File: config.mk
export PLATFORM = sky130hd
export DESIGN_NAME = bin_to_bcd_seq_flat
export DESIGN_NICKNAME = d
export VERILOG_FILES = /design/src/rtl/bin_to_bcd_seq_pkg.sv /design/src/rtl/bin_to_bcd_seq_if.sv /design/src/rtl/bin_to_bcd_seq_dabble_adj.sv /design/src/rtl/bin_to_bcd_seq.sv /design/src/flat_wrapper.sv
export SDC_FILE = /design/constraint.sdc
export NUM_CORES = 1
export LEC_CHECK = 0
export ABC_AREA = 1
export ABC_CLOCK_PERIOD_IN_PS = 1500
export CORE_UTILIZATION = 35
export CTS_CLUSTER_DIAMETER = 100
export DETAILED_ROUTE_END_ITERATION = 12
export PLACE_DENSITY = 0.6
export SLEW_MARGIN = 20
export SYNTH_ARGS = -nofsm -noshare
export SYNTH_HDL_FRONTEND = slang
export SYNTH_SLANG_ARGS = --single-unit
File: constraint.sdc
create_clock -name clk_i -period 1.5 [get_ports clk_i]
set_input_delay 0.3 -clock clk_i [delete_from_list [all_inputs] [get_ports clk_i]]
set_output_delay 0.3 -clock clk_i [all_outputs]
set_load 0.03 [all_outputs]
File: src/rtl/bin_to_bcd_seq_pkg.sv
// Shared definitions for the sequential binary-to-BCD converter: state encoding,
// nibble constants and a constant power-of-ten helper for the elaboration range check.
package bin_to_bcd_seq_pkg;

  localparam int unsigned NibW   = 4;
  localparam int unsigned AdjTh  = 5;
  localparam int unsigned AdjAdd = 3;

  typedef enum logic [1:0] {
    StIdle = 2'd0,
    StConv = 2'd1,
    StFin  = 2'd2
  } state_e;

  // 10^n as a 64-bit constant; saturates rather than wrapping for very large n.
  function automatic logic [63:0] pow10(input int unsigned n);
    logic [63:0] acc;
    acc = 64'd1;
    for (int unsigned i = 0; i < n; i++) begin
      if (acc > 64'd1844674407370955161) begin
        acc = '1;
      end else begin
        acc = acc * 64'd10;
      end
    end
    return acc;
  endfunction

  // Largest value representable in w bits.
  function automatic logic [63:0] max_bin(input int unsigned w);
    logic [63:0] v;
    if (w >= 64) begin
      v = '1;
    end else begin
      v = (64'd1 << w) - 64'd1;
    end
    return v;
  endfunction

endpackage

File: src/rtl/bin_to_bcd_seq_if.sv
// Start/busy/done handshake plus operand and BCD result bundle for bin_to_bcd_seq.
// The master side requests conversions; the slave side is the converter.
interface bin_to_bcd_seq_if
  import bin_to_bcd_seq_pkg::*;
#(
  parameter int unsigned BinW   = 7,
  parameter int unsigned Digits = 3
) ();

  logic                   start;
  logic [BinW-1:0]        bin;
  logic                   busy;
  logic                   done;
  logic [NibW-1:0]        one;
  logic [NibW-1:0]        ten;
  logic [NibW-1:0]        hun;
  logic [NibW*Digits-1:0] bcd_all;

  modport master (
    output start,
    output bin,
    input  busy,
    input  done,
    input  one,
    input  ten,
    input  hun,
    input  bcd_all
  );

  modport slave (
    input  start,
    input  bin,
    output busy,
    output done,
    output one,
    output ten,
    output hun,
    output bcd_all
  );

endinterface

File: src/rtl/bin_to_bcd_seq_dabble_adj.sv
// Double-dabble digit correction: a BCD nibble of 5 or more gets +3 so that the
// following left shift carries correctly into the next decimal digit.
module bin_to_bcd_seq_dabble_adj
  import bin_to_bcd_seq_pkg::*;
(
  input  logic [NibW-1:0] nib_i,
  output logic [NibW-1:0] nib_o
);

  // 4-bit wrap is harmless: valid inputs never exceed 9 before adjustment.
  assign nib_o = (nib_i >= NibW'(AdjTh)) ? nib_i + NibW'(AdjAdd) : nib_i;

endmodule

File: src/rtl/bin_to_bcd_seq.sv
// Sequential binary-to-BCD converter (shift-and-add-3), one operand bit per clock.
// A single bank of nibble adjusters is reused on every bit of the conversion.
module bin_to_bcd_seq
  import bin_to_bcd_seq_pkg::*;
#(
  parameter int unsigned BinW   = 7,
  parameter int unsigned Digits = 3
) (
  input  logic               clk_i,
  input  logic               rst_i,
  bin_to_bcd_seq_if.slave    bus
);

  localparam int unsigned CntW = $clog2(BinW + 1);
  localparam int unsigned ScrW = NibW * Digits;
  localparam int unsigned CatW = ScrW + BinW;

  if (pow10(Digits) <= max_bin(BinW)) begin : g_range_err
    $error("bin_to_bcd_seq: Digits=%0d too few for BinW=%0d", Digits, BinW);
  end

  state_e          state_q, state_d;
  logic [CntW-1:0] cnt_q,   cnt_d;
  logic [BinW-1:0] bin_q,   bin_d;
  logic [ScrW-1:0] scr_q,   scr_d;
  logic [ScrW-1:0] res_q,   res_d;

  logic [ScrW-1:0] scr_adj;
  logic [CatW-1:0] cat_shifted;

  for (genvar d = 0; d < Digits; d++) begin : g_adj
    bin_to_bcd_seq_dabble_adj u_adj (
      .nib_i (scr_q[d*NibW +: NibW]),
      .nib_o (scr_adj[d*NibW +: NibW])
    );
  end

  // Adjust first, then shift the whole {scratch, operand} pair left by one.
  assign cat_shifted = {scr_adj[ScrW-2:0], bin_q, 1'b0};

  always_comb begin
    state_d = state_q;
    cnt_d   = cnt_q;
    bin_d   = bin_q;
    scr_d   = scr_q;
    res_d   = res_q;
    unique case (state_q)
      StIdle: begin
        if (bus.start) begin
          state_d = StConv;
          bin_d   = bus.bin;
          scr_d   = '0;
          cnt_d   = CntW'(BinW);
        end
      end
      StConv: begin
        {scr_d, bin_d} = cat_shifted;
        cnt_d          = cnt_q - CntW'(1);
        if (cnt_q == CntW'(1)) begin
          res_d   = cat_shifted[CatW-1:BinW];
          state_d = StFin;
        end
      end
      StFin: begin
        state_d = StIdle;
      end
      default: begin
        state_d = StIdle;
      end
    endcase
  end

  always_ff @(posedge clk_i) begin
    if (rst_i) begin
      state_q <= StIdle;
      cnt_q   <= '0;
      bin_q   <= '0;
      scr_q   <= '0;
      res_q   <= '0;
    end else begin
      state_q <= state_d;
      cnt_q   <= cnt_d;
      bin_q   <= bin_d;
      scr_q   <= scr_d;
      res_q   <= res_d;
    end
  end

  // Zero-extend so the fixed ones/tens/hundreds taps exist for any digit count.
  logic [ScrW+3*NibW-1:0] res_pad;
  assign res_pad = {{(3*NibW){1'b0}}, res_q};

  assign bus.busy    = (state_q == StConv);
  assign bus.done    = (state_q == StFin);
  assign bus.one     = res_pad[0*NibW +: NibW];
  assign bus.ten     = res_pad[1*NibW +: NibW];
  assign bus.hun     = res_pad[2*NibW +: NibW];
  assign bus.bcd_all = res_q;

endmodule

File: src/flat_wrapper.sv
// flat-port wrapper written by rule: the top's interface ports become plain ports
module bin_to_bcd_seq_flat import bin_to_bcd_seq_pkg::*;
#(
  parameter int unsigned BinW   = 7,
  parameter int unsigned Digits = 3
)
  (clk_i, rst_i, bus_start, bus_bin, bus_busy, bus_done, bus_one, bus_ten, bus_hun, bus_bcd_all);
  bin_to_bcd_seq_if #(.BinW(BinW), .Digits(Digits)) bus_i ();
  input  logic clk_i;
  input  logic rst_i;
  input wire logic [$bits(bus_i.start)-1:0] bus_start;
  input wire logic [$bits(bus_i.bin)-1:0] bus_bin;
  output wire logic [$bits(bus_i.busy)-1:0] bus_busy;
  output wire logic [$bits(bus_i.done)-1:0] bus_done;
  output wire logic [$bits(bus_i.one)-1:0] bus_one;
  output wire logic [$bits(bus_i.ten)-1:0] bus_ten;
  output wire logic [$bits(bus_i.hun)-1:0] bus_hun;
  output wire logic [$bits(bus_i.bcd_all)-1:0] bus_bcd_all;
  assign bus_i.start = bus_start;
  assign bus_i.bin = bus_bin;
  assign bus_busy = bus_i.busy;
  assign bus_done = bus_i.done;
  assign bus_one = bus_i.one;
  assign bus_ten = bus_i.ten;
  assign bus_hun = bus_i.hun;
  assign bus_bcd_all = bus_i.bcd_all;
  bin_to_bcd_seq #(.BinW(BinW), .Digits(Digits)) u_core (.clk_i(clk_i), .rst_i(rst_i), .bus(bus_i));
endmodule
==> flow_metrics.py <==
metrics = {
    "run_status": {
        "status": "finished clean",
    },
    "clock_tree": {
        "insertion_delay_ns": 0.29,
        "tritoncts": "built",
        "htree_levels": 2,
        "cts_made_buffers": 5,
        "max-clock-path-buffers": 2,
        "cts_root_buf": "clkbuf_8",
        "cts_setup_buffers": 0,
        "clkTransAtPathRegs_ns": 0.08,
        "cts_hold_buffers": 0,
        "cts_sinks": 36,
    },
    "die": {
        "dieArea_mm2": 0.00563,
        "die_w_um": 75.0,
        "initial_utilization_pct": 36.6,
        "dieHeight_um": 75.0,
        "core-area_mm2": 0.00511,
        "rows": 26,
        "ios": 36,
    },
    "pwr": {
        "irDropWorstVdd_mv": 0.501,
        "powerDensity_mw_per_mm2": 1040,
        "leakage_nw": 1.17,
    },
    "logic_synthesis": {
        "synth_edf_count": 0,
        "synth-seq-area-share_pct": 38.6,
        "muxShareOfSynthArea_pct": 0,
        "postSynth.asyncResetShare_pct": 0,
        "yosysMostFrequentCell": "nand2_1",
        "synth_nets": 281,
        "synth_top_family_by_area": "simple AND/OR/NAND/NOR gates",
        "ys_ff_latch": 36,
        "synth_top_area_share_pct": 38.6,
        "netlist_top_cells_count": "65 x nand2_1, 36 x dfxtp_1, 36 x inv_1",
        "ys_warn_count": 0,
        "yosysTopAreaCell": "dfxtp_1",
        "netlist_area_mm2": 0.00187,
        "synthCells": 263,
        "synth-xor-area-share_pct": 0,
        "syn_avg_cell_area_um2": 7.10,
        "synth_area_leaders": "dfxtp_1 39%, nand2_1 13%, inv_1 7.2%, buf_4 6.0%, ha_1 5.4%",
        "synth_compound_area_share_pct": 10.4,
        "synthAdderAreaFrac_pct": 5.36,
        "synth-main-ff-cell": "dfxtp_1",
        "synthSimpleGateAreaFrac_pct": 29.8,
        "yosysUniqueCellTypes": 20,
    },
    "setup_path": {
        "crit_path_max_fanout": 11,
        "start_kind": "register",
        "cp_top_family": "flip-flops",
        "arrival_ns": 1.10,
        "cp-end-kind": "output pin",
        "r2r_slack_ns": 0.18,
        "path_class": "reg2out",
        "r2r_end": "u_core.scr_q[1]",
        "critPathBufInv": 3,
        "required_ns": 1.20,
        "slowest_stage": "dfxtp_2",
        "crit_path_cell_trace": "inv_2, nand2_4, inv_4, buf_4",
        "max_stage_delay_ns": 0.35,
        "crit-reg2reg-launch": "u_core.scr_q[0]",
        "rr_worst_depth": 9,
    },
    "grt": {
        "gr-usage-met1_pct": 19.7,
        "use_met3_pct": 4.02,
        "overflow": 0,
        "grt_pass1_vias": 1507,
        "grt_max_degree": 25,
        "grt_pass1_wl_um": 6580,
        "top_usage_layer": "met2",
        "grtUsageTotal_pct": 15.4,
        "gr-usage-met2_pct": 25.6,
        "antenna_found_initial": 0,
    },
    "finish": {
        "instances_no_fill": 365,
        "num_antenna_cells": 0,
        "fillers": 551,
        "drive_gt1_share_pct": 10.2,
        "area_growth_pct": 24.6,
        "regArea_um2": 724,
        "multi_input_area_um2": 855,
        "nets": 312,
    },
    "timing": {
        "clock_skew_ns": 0.00579,
        "slew_viol_final": 0,
        "holdWs_ns": 0.455,
        "period_needed_ns": 1.40,
        "setup-violations-final": 0,
        "timing.setup.tns_ns": 0,
        "fin_crit_sh_pct": 93.2,
        "max_freq_mhz": 716,
        "hold_viol_final": 0,
        "rsz0062_at_grt": "no",
        "slew_headroom_pct": 78.6,
        "worstMarginPinSlew_ns": 0.322,
    },
    "place": {
        "io_buffers": 35,
        "placed_cells": 357,
        "dp_hpwl_um": 2810,
        "routabilityCongestion": 0.769,
    },
    "route": {
        "wl_um": 3770,
        "vias_per_cell": 4.53,
        "drc": 0,
        "num_vias": 1654,
        "wl_per_cell_um": 10.3,
        "drt_iter0_markers": 76,
        "ant_nets": 0,
        "firstDrtPassIters": 4,
    },
    "flow_run": {
        "max-cap-violations": 0,
    },
    "min_path": {
        "hold_path_end": "u_core.bin_q[3]",
        "hp-start": "u_core.bin_q[3]",
        "hp-class": "reg2reg",
        "whs_path_depth": 2,
    },
}
-- routing by layer --
layer	vias to the layer above	share of wire, %
met5	-	0
met4	0	0.66
met3	4	4.5
met2	35	45
met1	731	50
li1	884	-
-- power by group --
part / switching [mW] / leakage (nW) / internal, mW
logic: 0.265 / 0.814 / 0.161
clock network: 0.354 / 0.0645 / 0.587
registers: 0.0364 / 0.295 / 1.02
-- repair_timing --
action | 4_1_cts | 5_1_grt
endpoints found under the hold margin | 0 | 0
resized for setup | 25 | 4
setup endpoints to repair | 25 | 2
-- placed cells by master (no fill, tap or decap), types with 7 or more instances in the layout --
cell	netlist	routed
nand3_1	20	20
inv_1	36	36
dfxtp_1	36	33
dlygate4sd2_1	0	24
clkdlybuf4s50_1	0	9
clkbuf_8	0	7
nand2_1	65	65
nand4_1	9	9
o21ai_0	19	19
buf_4	15	8
ha_1	8	8
nor2_1	23	23
-- kinds of logic after synthesis --
| kind of cell | after synthesis |
|---|---|
| AOI/OAI and AO/OA | 36 |
| and+or+nand+nor | 125 |
| buffers and inverters | 58 |
| DFF | 36 |
| adders and majority gates | 8 |
-- worst max path at each step --
stage | end | cells after the start | slack, ns | from
after CTS | bus_busy | 3 | 0.004 | u_core.state_q[0]
final | bus_busy | 4 | 0.10 | u_core.state_q[1]
after detailed placement | u_core.bin_q[2] | 5 | 0.06 | rst_i
after global routing | u_core.scr_q[8] | 9 | 0.006 | u_core.scr_q[4]
after global placement | u_core.bin_q[1] | 5 | 0.07 | rst_i
after floorplan | u_core.scr_q[9] | 8 | 0.30 | u_core.scr_q[8]
-- worst register-to-register path, stage by stage, from the launching register on --
cell     delay [ns]
dfxtp_1        0.42
inv_1          0.12
ha_1           0.22
inv_1          0.05
nand2_1        0.10
nand3_1        0.11
nand2_1        0.07
nand2_1        0.07
nand2_1        0.06
nand2_1        0.06
-- registers in the layout, summed over array words and instances (netlist names) --
register	cells
u_core.cnt_q	3
u_core.bin_q	7
u_core.state_q	2
u_core.bus.bcd_all	12
u_core.scr_q	12
-- per-stage QoR --
step	utilization, %	setup slack (ns)	instance area, um^2	total power, mW
global placement	43.4	0.0694	2220	1.52
floorplan	-	0.299	1870	1.39
global route	45.5	0.00587	2330	2.55
CTS	45.4	0.00383	2320	2.45
detailed placement	43.4	0.0574	2220	1.52
finish	45.5	0.102	2330	2.42
-- final cells by class --
class	count	share of cell area, %
Timing Repair Buffer	42	16.4
Clock inverter	1	1.29
Tap cell	70	3.77
Inverter	40	6.56
Multi-Input combinational cell	169	36.7
Sequential cell	36	31.1
Clock buffer	7	4.14
Power figures use the tool's default switching activity.
